[src/rtl/gray_pkg.sv]
// Shared Gray-code helpers for the counter and its load-path converter.
package gray_pkg;

   localparam int unsigned GRAY_MAX_W = 32;

   typedef logic [GRAY_MAX_W-1:0] gword_t;

   function automatic gword_t bin2gray_f(input gword_t b);
      return b ^ (b >> 1);
   endfunction

   // A zero-extended code converts correctly at any width up to GRAY_MAX_W.
   function automatic gword_t gray2bin_f(input gword_t g);
      gword_t b;
      b[GRAY_MAX_W-1] = g[GRAY_MAX_W-1];
      for (int i = int'(GRAY_MAX_W) - 2; i >= 0; i--) begin
         b[i] = b[i+1] ^ g[i];
      end
      return b;
   endfunction

   function automatic gword_t max_val_f(input int unsigned w);
      return gword_t'({GRAY_MAX_W{1'b1}} >> (GRAY_MAX_W - w));
   endfunction

endpackage

[src/rtl/gray2bin_n.sv]
// Width-generic Gray-to-binary converter: XOR prefix chain from the MSB down.
module gray2bin_n #(
   parameter int unsigned WIDTH = 4
) (
   input  logic [WIDTH-1:0] i_gray,
   output logic [WIDTH-1:0] o_bin
);

   logic w_acc;

   always_comb begin
      o_bin = '0;
      w_acc = 1'b0;
      for (int i = int'(WIDTH) - 1; i >= 0; i--) begin
         w_acc    = w_acc ^ i_gray[i];
         o_bin[i] = w_acc;
      end
   end

endmodule

[src/rtl/gray_counter.sv]
// Up/down Gray-code counter with Gray-coded load, wrap or saturate at the bounds.
module gray_counter #(
   parameter int unsigned WIDTH     = 4,
   parameter int unsigned RESET_VAL = 0,
   parameter bit          SATURATE  = 1'b0
) (
   input  logic             clk,
   input  logic             rst,
   input  logic             en,
   input  logic             up,
   input  logic             load,
   input  logic [WIDTH-1:0] load_gray,
   output logic [WIDTH-1:0] bin,
   output logic [WIDTH-1:0] gray,
   output logic             wrap
);

   import gray_pkg::*;

   localparam logic [WIDTH-1:0] MAX_BIN  = WIDTH'(max_val_f(WIDTH));
   localparam logic [WIDTH-1:0] RST_BIN  = WIDTH'(RESET_VAL);
   localparam logic [WIDTH-1:0] RST_GRAY = WIDTH'(bin2gray_f(gword_t'(RESET_VAL)));

   generate
      if (WIDTH < 2 || WIDTH > GRAY_MAX_W) begin : g_bad_width
         $error("gray_counter: WIDTH out of range");
      end
      if (gword_t'(RESET_VAL) > max_val_f(WIDTH)) begin : g_bad_reset
         $error("gray_counter: RESET_VAL does not fit in WIDTH");
      end
   endgenerate

   logic [WIDTH-1:0] r_bin;
   logic [WIDTH-1:0] r_gray;
   logic             r_wrap;

   logic [WIDTH-1:0] w_load_bin;
   logic [WIDTH-1:0] w_step_bin;
   logic [WIDTH-1:0] w_step_gray;
   logic             w_at_bound;

   gray2bin_n #(
      .WIDTH (WIDTH)
   ) u_load_conv (
      .i_gray (load_gray),
      .o_bin  (w_load_bin)
   );

   assign w_at_bound  = up ? (r_bin == MAX_BIN) : (r_bin == '0);
   assign w_step_bin  = up ? (r_bin + WIDTH'(1)) : (r_bin - WIDTH'(1));
   assign w_step_gray = WIDTH'(bin2gray_f(gword_t'(w_step_bin)));

   // Priority rst > load > en; bin and gray always update on the same edge.
   always_ff @(posedge clk) begin
      if (rst) begin
         r_bin  <= RST_BIN;
         r_gray <= RST_GRAY;
         r_wrap <= 1'b0;
      end else if (load) begin
         r_bin  <= w_load_bin;
         r_gray <= load_gray;
         r_wrap <= 1'b0;
      end else if (en) begin
         if (SATURATE && w_at_bound) begin
            r_wrap <= 1'b0;
         end else begin
            r_bin  <= w_step_bin;
            r_gray <= w_step_gray;
            r_wrap <= w_at_bound;
         end
      end else begin
         r_wrap <= 1'b0;
      end
   end

   assign bin  = r_bin;
   assign gray = r_gray;
   assign wrap = r_wrap;

endmodule

[config.mk]
export PLATFORM = sky130hd
export DESIGN_NAME = gray_counter
export DESIGN_NICKNAME = d
export VERILOG_FILES = /design/src/rtl/gray_pkg.sv /design/src/rtl/gray2bin_n.sv /design/src/rtl/gray_counter.sv
export SDC_FILE = /design/constraint.sdc
export NUM_CORES = 1
export LEC_CHECK = 0
export ABC_AREA = 1
export CORE_UTILIZATION = 45
export CTS_CLUSTER_SIZE = 10
export DETAILED_ROUTE_END_ITERATION = 10
export PLACE_DENSITY = 0.78
export SLEW_MARGIN = 20
export SYNTH_ARGS = -nofsm -noshare
export SYNTH_HDL_FRONTEND = slang
export SYNTH_SLANG_ARGS = --single-unit
[constraint.sdc]
create_clock -name clk -period 1.6 [get_ports clk]
set_input_delay 0.32 -clock clk [delete_from_list [all_inputs] [get_ports clk]]
set_output_delay 0.32 -clock clk [all_outputs]
set_load 0.01 [all_outputs]
==> results.toml <==
[finish]
fin_cells = 128
diodes = 0
syn2layout_area_growth_pct = 42.8
nNetsFinal = 128
finalCoreUtilization_pct = 73.5
drive_gt1_share_pct = 23.7

[setup_path]
startpoint_type = "register"
path_buf_inv = 1
worstReg2RegStart = "bin[1]"
ff2ff_path_depth = 10
endpoint_kind = "output pin"
path_max_fanout = 5
crit_chain = "clkdlybuf4s50_1"
cp_data_required_time_ns = 1.28
arrival_ns = 1.20
cpMaxStageDelayCell = "clkdlybuf4s50_1"
cpPeakStageDelay_ns = 0.55
critical_path_cell_count = 1
path_class = "reg -> out"
critical-path-top-delay-family = "buffers and inverters"
reg2reg_slack_ns = 0.20
cp-startpoint = "bin[2]"

[clocking]
clkTransAtPathRegs_ns = 0.06
clkLatencyLatePin_ns = 0.26
cts_tree = "yes"
cts.sinks = 8
root_buffer = "clkbuf_4"
postCtsSetupBuffers = 0
cts_inserted_buffers = 3
cts_max_level = 1
clk_path_buf_depth = 2

[floorplanning]
core_um2 = 1190
fp.dieW_um = 38.8
die_area_um2 = 1510
ios = 18
start_util_pct = 51.5
std_cell_rows = 12
die_h_um = 38.8

[logic_synthesis]
syn_area_per_cell_um2 = 6.86
synth.distinct_cells = 24
ys_seq_area_share_pct = 26.2
syn_nets = 101
synth_warnings = 0
postSynthCellCount = 89
synth.ff_latch_count = 8
syn_area_um2 = 611

[sta]
drv_slew = 0
setup_viol = 0
clock.fmax_mhz = 658
max-slew-margin-rel_pct = 81.7
fin_worst_skew_ns = 0.00112
tightest_slew_ns = 0.274
rsz0062_at_grt = "no"
min_period_over_period_pct = 94.9
finalHoldViolCount = 0
min_period_ns = 1.52
hold_ws_ns = 0.537

[routing]
vias = 627
wirelength_mm = 1.39
first_pass_iters = 4
drtAntennaViolNets = 0
drc = 0
drt-initial-drc-count = 14
vias_per_cell = 4.90
wl_per_cell_um = 10.9

[global_routing]
gr-total-overflow = 0
grt_pass1_vias = 517
grt_pass1_wl_mm = 2.08
track_usage_pct = 20.7
grt_max_degree = 8
antenna_found_initial = 0

[placement]
port_buffers = 17
place_inst = 125
hpwl_mm = 1.05
gp_congestion = 0.832

[hold_path]
hold_start = "gray[0]"
hp-class = "reg -> reg"
hold-path-cell-count = 2

[pwr]
p_leak_uw = 0.000432
power.density_nw_per_um2 = 765
vdd_drop_max_mv = 0.436
power_uw = 667

[run]
maxCapViolCount = 0

[outcome]
status = "complete, no violations"
## flip-flops by register name, summed over array words and instances, names as in the netlist
register / cells
bin: 4
gray: 3
wrap: 1
## synthesized netlist by cell type, drive strengths merged
| library cell | count | area share (%) |
|---|---|---|
| o22ai | 2 | 2.0 |
| nand4 | 1 | 1.0 |
| fa | 1 | 3.3 |
| a31oi | 1 | 1.0 |
| nor2 | 11 | 7.6 |
| a22oi | 2 | 2.5 |
| buf | 2 | 3.1 |
| ha | 2 | 4.1 |
| nand2 | 26 | 19 |
| nand3 | 7 | 7.4 |
| or2 | 1 | 1.4 |
| xnor2 | 2 | 2.9 |
| inv | 14 | 8.6 |
| dfxtp | 8 | 26 |
| a21oi | 6 | 5.5 |
| xor2 | 2 | 2.9 |
| o21a | 1 | 1.2 |
## power by group
| group | internal [uW] | switching (uW) |
|---|---|---|
| clock network | 86.5 | 78.4 |
| registers | 218 | 13.8 |
| logic | 135 | 135 |
## path summary, 6_finish.rpt
kind,end
worst max register to register,gray[2]
worst min-delay path,gray[0]
worst min register to register,gray[0]
worst max-delay path,bin[2]
## cells by family after synthesis
| kind of cell | Yosys count | synth area share [%] |
|---|---|---|
| AOI/OAI and AO/OA | 12 | 12.3 |
| xor gates and xnor gates | 4 | 5.74 |
| adders and majority gates | 3 | 7.38 |
| buffers and inverters | 16 | 11.7 |
| DFF | 8 | 26.2 |
| and+or+nand+nor | 46 | 36.7 |
## placed cells by master, fill, tap and decap left out
cell             netlist  layout
nand2_1               22      21
clkdlybuf4s50_1        0      14
inv_1                 11      11
nor2_1                 9       9
buf_4                  1       7
dfxtp_1                8       6
a21oi_1                5       5
nand3_1                5       5
inv_2                  3       3
nand2_2                2       3
clkbuf_4               0       3
nor2_2                 2       2
a22oi_1                2       2
xnor2_1                2       2
o22ai_1                2       2
xor2_1                 2       2
nand2_4                2       2
nand3_2                2       2
dfxtp_2                0       2
dlygate4sd2_1          0       2
or2_4                  1       1
a31oi_1                1       1
o21a_1                 1       1
nand4_1                1       1
a21oi_2                1       1
fa_1                   1       1
ha_1                   2       1
ha_4                   0       1
dlymetal6s2s_1         0       1
## repair_timing
| action | 4_1_cts | 5_1_grt |
|---|---|---|
| endpoints found under the setup margin | 7 | 3 |
| hold buffers | 0 | 0 |
| gates resized for setup | 5 | 2 |
## through the flow
step	setup slack, ns	cell area (um^2)	TNS, ns
3_5_place_dp	-0.392	832	-1.99
6_report	0.0811	872	0
5_1_grt	0.00895	872	0
2_1_floorplan	0.0474	611	0
4_1_cts	0.00647	868	0
3_3_place_gp	-0.358	832	-1.86
## per-layer routing
layer  wire [um]  track usage (%)  up-vias
met4          24             10.3        0
met5           0                0        -
met3          70             6.94        5
li1            -                -      335
met2         648             30.8       14
met1         645             26.3      273
## final cells by class
type | instances | area (um^2)
fillers | 106 | 314
flip-flops and latches | 8 | 163
inverters | 14 | 52.6
clock buffers | 3 | 22.5
well taps | 14 | 17.5
repair buffers | 24 | 223
multi-input cells | 65 | 394
Power figures use the tool's default switching activity.
